$ cat config.mk
export PLATFORM = sky130hd
export DESIGN_NAME = issue_hazard_unit_flat
export DESIGN_NICKNAME = d
export VERILOG_FILES = /design/src/rtl/issue_hazard_unit_pkg.sv /design/src/rtl/issue_hazard_unit_if.sv /design/src/rtl/issue_hazard_unit_scoreboard.sv /design/src/rtl/issue_hazard_unit.sv /design/src/flat_wrapper.sv
export SDC_FILE = /design/constraint.sdc
export NUM_CORES = 1
export LEC_CHECK = 0
export CAP_MARGIN = 30
export CORE_MARGIN = 5
export CORE_UTILIZATION = 50
export CTS_CLUSTER_DIAMETER = 120
export DETAILED_ROUTE_END_ITERATION = 6
export PLACE_DENSITY = 0.86
export SYNTH_ARGS = -nofsm -noshare
export SYNTH_HDL_FRONTEND = slang
export SYNTH_HIERARCHICAL = 1
export SYNTH_SLANG_ARGS = --single-unit
$ cat constraint.sdc
create_clock -name clk -period 4.6 [get_ports clk]
set_clock_uncertainty 0.2 [all_clocks]
set_input_delay 1.15 -clock clk [delete_from_list [all_inputs] [get_ports clk]]
set_output_delay 1.15 -clock clk [all_outputs]
set_load 0.01 [all_outputs]
$ cat src/rtl/issue_hazard_unit_pkg.sv
// Shared definitions for the issue stage: instruction field positions,
// class/opcode codes, FSM state encoding and the scoreboard entry format.
//
// Opcode sub-decoding used by the issue stage:
//   TYPE_MEM : opcode[4:3] 00 cargar, 01 guardar, 10 cargar vector, 11 guardar vector
//   TYPE_DATA: opcode 00101..00111 are software stalls; otherwise opcode[4]=1 means immediate form
//   TYPE_VEC : opcode[4]=1 means immediate form; in register form opcode[3]=1 makes rs2 scalar
package issue_pkg;

  localparam int TYPE_MSB = 31;
  localparam int TYPE_LSB = 30;
  localparam int OP_MSB   = 29;
  localparam int OP_LSB   = 25;
  localparam int RD_MSB   = 24;
  localparam int RD_LSB   = 20;
  localparam int RS1_MSB  = 19;
  localparam int RS1_LSB  = 15;
  localparam int RS2_MSB  = 14;
  localparam int RS2_LSB  = 10;
  localparam int IMM_MSB  = 9;
  localparam int IMM_LSB  = 0;

  localparam logic [1:0] TYPE_MEM  = 2'b00;
  localparam logic [1:0] TYPE_DATA = 2'b01;
  localparam logic [1:0] TYPE_CTRL = 2'b10;
  localparam logic [1:0] TYPE_VEC  = 2'b11;

  localparam logic [4:0] OP_STALL    = 5'b00101;
  localparam logic [4:0] OP_STALL_RD = 5'b00110;
  localparam logic [4:0] OP_STALL_WR = 5'b00111;

  localparam logic [1:0] MEM_LD  = 2'b00;
  localparam logic [1:0] MEM_ST  = 2'b01;
  localparam logic [1:0] MEM_VLD = 2'b10;
  localparam logic [1:0] MEM_VST = 2'b11;

  typedef enum logic [1:0] {
    ISSUE  = 2'd0,
    VREAD  = 2'd1,
    VWRITE = 2'd2
  } state_t;

  typedef struct packed {
    logic       valid;
    logic       is_vec;
    logic [4:0] regno;
  } sb_entry_t;

  // Build a register reference; scalar r0 is hardwired so it is never tracked.
  function automatic sb_entry_t reg_ref(input logic en, input logic vec, input logic [4:0] r);
    sb_entry_t e;
    e.valid  = en && (vec || (r != 5'd0));
    e.is_vec = vec;
    e.regno  = r;
    return e;
  endfunction

endpackage

$ cat src/rtl/issue_hazard_unit_if.sv
// Fetch-to-issue handshake: fetch drives instruction and valid, issue returns ready.
interface issue_hazard_unit_if;
  logic        instr_valid;
  logic [31:0] instr;
  logic        instr_ready;

  modport master (output instr_valid, output instr, input instr_ready);
  modport slave  (input instr_valid, input instr, output instr_ready);
endinterface

$ cat src/rtl/issue_hazard_unit_scoreboard.sv
// In-flight destination tracker: a PIPE_DEPTH-deep shift register that moves
// every cycle, plus a combined match of three source references against it.
module issue_scoreboard
  import issue_pkg::*;
#(
  parameter int PIPE_DEPTH = 3
) (
  input  logic      clk,
  input  logic      rst,
  input  sb_entry_t ins,
  input  sb_entry_t src_a,
  input  sb_entry_t src_b,
  input  sb_entry_t src_c,
  output logic      hazard
);

  sb_entry_t entries [PIPE_DEPTH];

  function automatic logic hit(input sb_entry_t e, input sb_entry_t s);
    return e.valid && s.valid && (e.is_vec == s.is_vec) && (e.regno == s.regno);
  endfunction

  // Shift one slot per cycle; entry 0 takes whatever was issued this cycle.
  always_ff @(posedge clk) begin
    if (rst) begin
      for (int i = 0; i < PIPE_DEPTH; i++) entries[i] <= '0;
    end else begin
      entries[0] <= ins;
      for (int i = 1; i < PIPE_DEPTH; i++) entries[i] <= entries[i-1];
    end
  end

  // Any live destination matching any live source is a hazard.
  always_comb begin
    hazard = 1'b0;
    for (int i = 0; i < PIPE_DEPTH; i++) begin
      if (hit(entries[i], src_a) || hit(entries[i], src_b) || hit(entries[i], src_c))
        hazard = 1'b1;
    end
  end

endmodule

$ cat src/rtl/issue_hazard_unit.sv
// Issue stage between fetch and decoder: hazard-checked issue, stall bubbles,
// and continuation beats for vector memory transfers.
// Optional build macro: ISSUE_PERF_EN adds stall_count/instruction_count.
//
// state  | meaning
// ISSUE  | normal issue; accept when no hazard, otherwise emit 00101 bubble
// VREAD  | vector load burst; emit 00110 beats that re-reserve vector rd
// VWRITE | vector store burst; emit 00111 beats
module issue_hazard_unit
  import issue_pkg::*;
#(
  parameter int PIPE_DEPTH = 3,
  parameter int VLEN_BEATS = 4
) (
  input  logic                      clk,
  input  logic                      rst,
  issue_hazard_unit_if.slave        fetch,
  input  logic                      flush,
  output logic [1:0]                instruction_type,
  output logic [4:0]                opcode,
  output logic [4:0]                rd,
  output logic [4:0]                rs1,
  output logic [4:0]                rs2,
  output logic [9:0]                imm,
  output logic                      issue_valid
`ifdef ISSUE_PERF_EN
  ,
  output logic [18:0]               stall_count,
  output logic [18:0]               instruction_count
`endif
);

  localparam int BW = $clog2(VLEN_BEATS + 1);
  localparam logic [BW-1:0] LAST_BEAT = BW'(VLEN_BEATS - 1);

  state_t        state_q, state_d;
  logic [BW-1:0] beat_cnt_q, beat_cnt_d;
  logic [4:0]    burst_rd_q, burst_rd_d;

  logic [1:0] type_d;
  logic [4:0] op_d, rd_d, rs1_d, rs2_d;
  logic [9:0] imm_d;
  logic       issue_valid_d;
  logic       ready;

  logic [1:0] f_type;
  logic [4:0] f_op, f_rd, f_rs1, f_rs2;
  logic [9:0] f_imm;
  logic       f_sw_stall;

  sb_entry_t src_a, src_b, src_c, dest, ins;
  logic      hazard;

  assign f_type     = fetch.instr[TYPE_MSB:TYPE_LSB];
  assign f_op       = fetch.instr[OP_MSB:OP_LSB];
  assign f_rd       = fetch.instr[RD_MSB:RD_LSB];
  assign f_rs1      = fetch.instr[RS1_MSB:RS1_LSB];
  assign f_rs2      = fetch.instr[RS2_MSB:RS2_LSB];
  assign f_imm      = fetch.instr[IMM_MSB:IMM_LSB];
  assign f_sw_stall = (f_op >= OP_STALL) && (f_op <= OP_STALL_WR);

  assign fetch.instr_ready = ready;

  // Source/destination decode of the presented instruction per class.
  always_comb begin
    src_a = '0;
    src_b = '0;
    src_c = '0;
    dest  = '0;
    case (f_type)
      TYPE_MEM: begin
        src_a = reg_ref(1'b1, 1'b0, f_rs1);
        case (f_op[4:3])
          MEM_LD:  dest  = reg_ref(1'b1, 1'b0, f_rd);
          MEM_ST:  src_c = reg_ref(1'b1, 1'b0, f_rd);
          MEM_VLD: dest  = reg_ref(1'b1, 1'b1, f_rd);
          default: src_c = reg_ref(1'b1, 1'b1, f_rd);
        endcase
      end
      TYPE_DATA: begin
        if (!f_sw_stall) begin
          src_a = reg_ref(1'b1, 1'b0, f_rs1);
          src_b = reg_ref(!f_op[4], 1'b0, f_rs2);
          dest  = reg_ref(1'b1, 1'b0, f_rd);
        end
      end
      TYPE_CTRL: begin
        src_a = reg_ref(1'b1, 1'b0, f_rs1);
        src_b = reg_ref(1'b1, 1'b0, f_rs2);
      end
      default: begin
        src_a = reg_ref(1'b1, 1'b1, f_rs1);
        src_b = reg_ref(!f_op[4], !f_op[3], f_rs2);
        dest  = reg_ref(1'b1, 1'b1, f_rd);
      end
    endcase
  end

  issue_scoreboard #(.PIPE_DEPTH(PIPE_DEPTH)) u_scoreboard (
    .clk    (clk),
    .rst    (rst),
    .ins    (ins),
    .src_a  (src_a),
    .src_b  (src_b),
    .src_c  (src_c),
    .hazard (hazard)
  );

  // Next state, next output beat and scoreboard insert; flush overrides everything.
  always_comb begin
    state_d       = state_q;
    beat_cnt_d    = beat_cnt_q;
    burst_rd_d    = burst_rd_q;
    ready         = 1'b0;
    ins           = '0;
    type_d        = TYPE_DATA;
    op_d          = OP_STALL;
    rd_d          = '0;
    rs1_d         = '0;
    rs2_d         = '0;
    imm_d         = '0;
    issue_valid_d = 1'b0;
    if (flush) begin
      state_d    = ISSUE;
      beat_cnt_d = '0;
    end else begin
      case (state_q)
        ISSUE: begin
          ready = !hazard;
          if (fetch.instr_valid && !hazard) begin
            type_d        = f_type;
            op_d          = f_op;
            rd_d          = f_rd;
            rs1_d         = f_rs1;
            rs2_d         = f_rs2;
            imm_d         = f_imm;
            issue_valid_d = 1'b1;
            ins           = dest;
            if ((VLEN_BEATS > 1) && (f_type == TYPE_MEM) && f_op[4]) begin
              state_d    = f_op[3] ? VWRITE : VREAD;
              beat_cnt_d = BW'(1);
              burst_rd_d = f_rd;
            end
          end
        end
        VREAD, VWRITE: begin
          op_d = (state_q == VREAD) ? OP_STALL_RD : OP_STALL_WR;
          rd_d = burst_rd_q;
          if (state_q == VREAD) ins = reg_ref(1'b1, 1'b1, burst_rd_q);
          if (beat_cnt_q == LAST_BEAT) begin
            state_d    = ISSUE;
            beat_cnt_d = '0;
          end else begin
            beat_cnt_d = beat_cnt_q + BW'(1);
          end
        end
        default: begin
          state_d    = ISSUE;
          beat_cnt_d = '0;
        end
      endcase
    end
  end

  // State and registered decoder-facing outputs.
  always_ff @(posedge clk) begin
    if (rst) begin
      state_q          <= ISSUE;
      beat_cnt_q       <= '0;
      burst_rd_q       <= '0;
      instruction_type <= TYPE_DATA;
      opcode           <= OP_STALL;
      rd               <= '0;
      rs1              <= '0;
      rs2              <= '0;
      imm              <= '0;
      issue_valid      <= 1'b0;
    end else begin
      state_q          <= state_d;
      beat_cnt_q       <= beat_cnt_d;
      burst_rd_q       <= burst_rd_d;
      instruction_type <= type_d;
      opcode           <= op_d;
      rd               <= rd_d;
      rs1              <= rs1_d;
      rs2              <= rs2_d;
      imm              <= imm_d;
      issue_valid      <= issue_valid_d;
    end
  end

`ifdef ISSUE_PERF_EN
  // Saturating counts: every beat is either a real issue or an injected one.
  always_ff @(posedge clk) begin
    if (rst) begin
      stall_count       <= '0;
      instruction_count <= '0;
    end else if (issue_valid_d) begin
      if (instruction_count != '1) instruction_count <= instruction_count + 19'd1;
    end else begin
      if (stall_count != '1) stall_count <= stall_count + 19'd1;
    end
  end
`endif

endmodule

$ cat src/flat_wrapper.sv
// flat-port wrapper written by rule: the top's interface ports become plain ports
module issue_hazard_unit_flat import issue_pkg::*;
#(
  parameter int PIPE_DEPTH = 3,
  parameter int VLEN_BEATS = 4
)
  (clk, rst, flush, instruction_type, opcode, rd, rs1, rs2, imm, issue_valid, fetch_instr_valid, fetch_instr, fetch_instr_ready);
  issue_hazard_unit_if fetch_i ();
  input  logic clk;
  input  logic rst;
  input  logic flush;
  output logic [1:0] instruction_type;
  output logic [4:0] opcode;
  output logic [4:0] rd;
  output logic [4:0] rs1;
  output logic [4:0] rs2;
  output logic [9:0] imm;
  output logic issue_valid;
  input wire logic [$bits(fetch_i.instr_valid)-1:0] fetch_instr_valid;
  input wire logic [$bits(fetch_i.instr)-1:0] fetch_instr;
  output wire logic [$bits(fetch_i.instr_ready)-1:0] fetch_instr_ready;
  assign fetch_i.instr_valid = fetch_instr_valid;
  assign fetch_i.instr = fetch_instr;
  assign fetch_instr_ready = fetch_i.instr_ready;
  issue_hazard_unit #(.PIPE_DEPTH(PIPE_DEPTH), .VLEN_BEATS(VLEN_BEATS)) u_core (.clk(clk), .rst(rst), .fetch(fetch_i), .flush(flush), .instruction_type(instruction_type), .opcode(opcode), .rd(rd), .rs1(rs1), .rs2(rs2), .imm(imm), .issue_valid(issue_valid));
endmodule
Yosys cells after proc, flatten, opt, wreduce, memory -nomap -nowiden:

Memories as Yosys holds them, arrays and structs flattened.
Cells that the tools add are included.

* $add $sub $neg: 1
* $mul: 0
* div/mod/pow operators: 0
* order comparisons: 2
* equal/unequal tests: 28
* shift operators: 0
* mux-type cells: 39
* bitwise operators: 6
* reduce and logical (&&, ||, !) cells: 57

Operators with widths (number)
* 2-to-1 mux 7 bit: 10
* one-hot mux 7 bit (2 select lines): 4
* == test 5 bit: 9
* one-hot mux 7 bit (3 select lines): 2
* logical AND 1 bit: 32
* one-hot mux 5 bit (2 select lines): 2
* nonzero test 5 bit: 3
* 2-to-1 mux 1 bit: 10
* 2-to-1 mux 5 bit: 2
* == test 1 bit: 9
* 2-to-1 mux 3 bit: 3
* 2-to-1 mux 2 bit: 4
* OR reduction 2 bit: 4
* logical OR 1 bit: 7
* == test 2 x 1 -> 1 bit, second input constant: 3
* == test 2 bit, second input constant: 3
* zero test 2 bit: 3
* != test 2 x 1 -> 1 bit, second input constant: 3
* one-hot mux 3 bit (2 select lines): 1
* greater-or-equal comparator 5 x 3 -> 1 bit, second input constant: 1
* <= comparator 5 x 3 -> 1 bit, second input constant: 1
* one-hot mux 2 bit (2 select lines): 1
* AND reduction 4 bit: 1
* OR reduction 4 bit: 1
* 8 further kinds: 14

* register bits after elaboration: 43
* latch bits: 0
* memory bits (writable): 21
* memory bits (read-only): 0
* input bits: 36
* output and inout port bits: 34
* logic and storage cells: 144
* memories kept: 1

Memories
* u_core.u_scoreboard.entries: depth 3, bits a word 7, read ports 3, clocked after Yosys merged registers in 0, wr ports 3, line issue_hazard_unit_scoreboard.sv:17 `sb_entry_t entries [PIPE_DEPTH];`

Logic depth before layout (Yosys ltp):

* word-level depth: 18
* mapped depth: 14
* gate-level depth less buffers: 13

Cells and area by module:

The synthesis kept the hierarchy.

Modules (own cells, without submodules)
* issue_hazard_unit: instances 1, cells an instance 199, area each 1821.7 um^2, sequential area each 860.8 um^2
* issue_scoreboard: instances 1, cells an instance 127, area each 1197.4 um^2, sequential area each 420.4 um^2

Least setup slack after synthesis:

Ideal clock, no wire load.

* kind: input -> output
* start point: in fetch_instr[31]
* end point: out fetch_instr_ready
* arrival time: 3.156 ns
* required time: 3.250 ns
* setup slack: 0.094 ns
* cell stages on the path: 9
* path buffers: 0
* cells stage by stage: or4b_4 -> nor3_4 -> and2b_1 -> xnor2_1 -> nand3_1 -> nor3_1 -> a41oi_1 -> nand4_1 -> nor3b_1

RTL lines
* from (decl): line flat_wrapper.sv:20 `input wire logic [$bits(fetch_i.instr)-1:0] fetch_instr;`
* to (decl): line flat_wrapper.sv:21 `output wire logic [$bits(fetch_i.instr_ready)-1:0] fetch_instr_ready;`

==> results <==
- The initialized floorplan defines 28 standard-cell rows.
- The register clock-pin slew on the reported worst setup and hold paths is 0.07 ns.
- The synthesized area divided by synthesized cell count is 9.26 um2.
- The critical path arrival is 3.44 ns.
- The commonest register cell after synthesis is dfxtp_1.
- The maximum resistive drop on vdd is 0.210 mV.
- The kind of critical path is input port to output pin.
- Cells fill 71.8% of the core in the end.
- The synthesized design contains 0 enable-type register cells.
- At the end of routability-driven placement, the weighted congestion stood at 0.892.
- For the final routed database, the setup TNS stands at -0.188 ns.
- The startpoint of the most critical register-to-register path is u_core/u_scoreboard/entries[0][5]$_SDFF_PP0_.
- The share of flip-flops with an asynchronous set or reset is 0%.
- The signed area change from the synthesized netlist to the final layout is 39.9%.
- The number of global-route vias before repair is 2,816.
- The final reports fail on negative setup slack.
- In the layout the commonest cells are dfxtp_1, clkdlybuf4s50_1, xnor2_1.
- The initial antenna violation count is 0.
- In this run the worst path has a maximum fanout of 3.
- Total power for the finished layout comes to 1.18 mW.
- The number of cells produced by synthesis is 326.
- The endpoint of the lowest-slack register-to-register path is u_core/u_scoreboard/entries[0][1]$_SDFF_PP0_.
- The detailed router finished its first iteration with 193 violations.
- In the finished design, the share of the clock period the worst path needs comes to 104%.
- The cell type of the slowest stage on the worst timing path is or4_4.
- The number of cells on the worst reg-to-reg path is 10.
- For this design the top-level I/O count stands at 70.
- The first global-routing pass estimated 13,900 um of wire.
- The sequential share of the synthesized area is 42.4%.
- The final-report hold violation count is 0.
- The path class of the tightest hold or removal check is flop to flop.
- The required time at the worst-slack endpoint is 3.25 ns.
- The antenna diode count is 0.
- The DRC violation count after routing is 0.
- Yosys mapped the design onto 42 distinct sky130hd cell types.
- The cell family contributing the most delay on the critical path is simple AND/OR/NAND/NOR gates.
- The stage delay of the slowest cell on the critical path is 0.55 ns.
- Setup violations remaining at the end of the flow were counted as 1.
- The initial utilization of the core area, before any placement, comes to 51.3%.
- During synthesis, Yosys emitted a total of 6 warnings.
- The flow ran to the end, but the final reports show violations.
- The maximum buffer depth of the clock tree is 2.
- Static timing analysis puts the maximum clock frequency at 0.209 GHz.
- The die is 87.7 um tall.
- Across the run, the number of max-cap violations was 0.
- The minimum clock period is 4.79 ns.
- The total routing resource utilization after global routing is 23.7%.
- Setup repair after global routing could not meet its margin everywhere.
- The register-to-register setup slack is 1.83 ns.
- Entering global routing, the biggest net connects 30 pins.
- Once routing completed, OpenROAD measured the worst setup slack at -0.188 ns.
- The signal on the critical path passes through clkdlybuf4s50_1 -> or4_4 -> o221ai_2 -> o31ai_2 -> nand3_1 -> nor3_1 -> a41oi_1 -> nand4_1 -> nor3b_2 -> buf_2.
- Counting the fill cells in the layout gives 459.
- The net count of the finished layout is 467.
- The proportion of layout cells with a drive suffix above 1 is 16.7%.
- The worst setup path is captured at an output pin.
- The TritonCTS buffer count is 9.
- In this run the standard cell core region covers 0.00589 mm2.
- The final max-slew violation count is 0.
- The static leakage is 1.78 nW.
- Using the TritonRoute via totals, the vias-per-cell ratio works out to 5.47.
- The power density normalized to cell area is 279 mW/mm2.
- The end point of the critical path is fetch_instr_ready.
- The critical path runs through a total of 10 cells.
- The total grt overflow is 0.
- The critical path launch point is fetch_instr[11].
- The number of clock sinks is 64.
- The hold-fix buffer count after cts is 0.
- The relative slew slack is 56.8%.
- TritonCTS built the clock tree.
- The register bit total from synthesis is 64.
- The detail route stage leaves a number of antenna-violating nets equal to 0.
- In this run the clock root is driven by a clkbuf_8.
- The die width is 87.7 um.
- Summed over all nets, the half-perimeter wirelength after detailed placement is 6510 um.
- STA classifies the critical path startpoint as an input port.
- Synthesis produced a netlist with a net count of 366.
- Summing over every cut layer, the via total after detailed routing is 2,770.
- The H-tree was split into 3 levels.
- Port buffering added 69 buffers.
- The most common library cell in the layout ignoring fill and taps is dfxtp_1.
- The actual slew at the worst max-slew pin is 0.647 ns.
- After detailed routing, the average wire length per cell comes to 17.4 um.
- The floorplan step defined a die boundary enclosing 0.00769 mm2.
- The worst-skew pair later-pin latency is 0.35 ns.
- The buffer and inverter count on the worst path is 2.
- The mapped netlist covers 0.00302 mm2.
- The detailed-router iteration count before antenna repair is 7.
- The wire length reported by the detailed router is 8780 um.
-- Yosys cell counts, types with 8 or more instances --
| master | instances | area [um2] |
|---|---|---|
| nor2b_1 | 23 | 144 |
| o21ai_0 | 8 | 40.0 |
| nand3_1 | 16 | 80.1 |
| dfxtp_1 | 64 | 1280 |
| clkbuf_1 | 9 | 33.8 |
| and3_1 | 28 | 175 |
| nor2_1 | 25 | 93.8 |
| xnor2_1 | 36 | 315 |
| nor3_1 | 8 | 40.0 |
| xor2_1 | 18 | 158 |
| inv_1 | 8 | 30.0 |
-- timing repair --
action                                  4_1_cts  5_1_grt
endpoints found under the setup margin        1        1
setup buffers                                 2        0
gates resized for setup                      41        1
pin swaps                                    10        2
-- cell type report --
cell class                      instances  area (um2)  area share [%]
Timing Repair Buffer                  103         923            21.9
Sequential cell                        64        1280            30.3
Clock inverter                          3        18.8           0.444
Tap cell                               75        93.8            2.22
Multi-Input combinational cell        241        1730            41.0
Clock buffer                           12         145            3.44
Inverter                                8        30.0           0.711
-- stage by stage --
stage	cell area (um2)	instances	worst slack, ns	hold WS (ns)
global placement	3990	489	-1.02	0.269
global route	4220	506	-0.257	0.317
floorplan	3020	326	0.0939	0.247
finish	4220	506	-0.188	0.290
CTS	4220	506	-0.133	0.291
detailed placement	3990	489	-0.986	0.278
-- kinds of logic after synthesis --
| logic type | count (synthesis) | synth area share [%] |
|---|---|---|
| fa+ha+maj | 4 | 1.66 |
| flops | 64 | 42.4 |
| compound gates | 35 | 8.33 |
| simple gates | 142 | 27.1 |
| mux | 6 | 1.99 |
| xor+xnor | 54 | 15.7 |
| buf+inv | 21 | 2.78 |
-- report_power, final --
| group | switching, mW | leakage [nW] | internal [mW] |
|---|---|---|---|
| registers | 0.00796 | 0.519 | 0.566 |
| clock network | 0.213 | 0.0862 | 0.207 |
| logic | 0.0867 | 1.18 | 0.0972 |
-- per-layer routing --
| metal | vias up | share of wire [%] | track usage (%) |
|---|---|---|---|
| met1 | 1305 | 41 | 29.4 |
| met5 | - | 0 | 0 |
| met4 | 0 | 1.8 | 9.48 |
| li1 | 1331 | - | - |
| met2 | 113 | 50 | 39.9 |
| met3 | 21 | 6.7 | 5.17 |
-- worst min path at each step --
stage | from | endpoint | slack (ns) | depth (start not counted)
floorplan | u_core/beat_cnt_q[2]$_SDFFE_PP0P_ | u_core/beat_cnt_q[2]$_SDFFE_PP0P_ | 0.25 | 1
global placement | u_core/beat_cnt_q[2]$_SDFFE_PP0P_ | u_core/beat_cnt_q[2]$_SDFFE_PP0P_ | 0.27 | 1
detailed placement | u_core/beat_cnt_q[2]$_SDFFE_PP0P_ | u_core/beat_cnt_q[2]$_SDFFE_PP0P_ | 0.28 | 1
CTS | u_core/beat_cnt_q[2]$_SDFFE_PP0P_ | u_core/beat_cnt_q[2]$_SDFFE_PP0P_ | 0.29 | 1
global route | u_core/beat_cnt_q[2]$_SDFFE_PP0P_ | u_core/beat_cnt_q[2]$_SDFFE_PP0P_ | 0.32 | 1
finish | u_core/beat_cnt_q[2]$_SDFFE_PP0P_ | u_core/beat_cnt_q[2]$_SDFFE_PP0P_ | 0.29 | 1
-- state kept, by name, summed over array words and instances, names as in the netlist, 2 cells and up --
name	flops
u_core/state_q	2
u_core/beat_cnt_q	3
u_core/opcode	5
u_core/rs2	5
u_core/imm	10
u_core/instruction_type	2
u_core/rd	5
u_core/rs1	5
u_core/u_scoreboard/entries	21
u_core/burst_rd_q	5
Note: power is estimated with default switching activity, not from simulation.
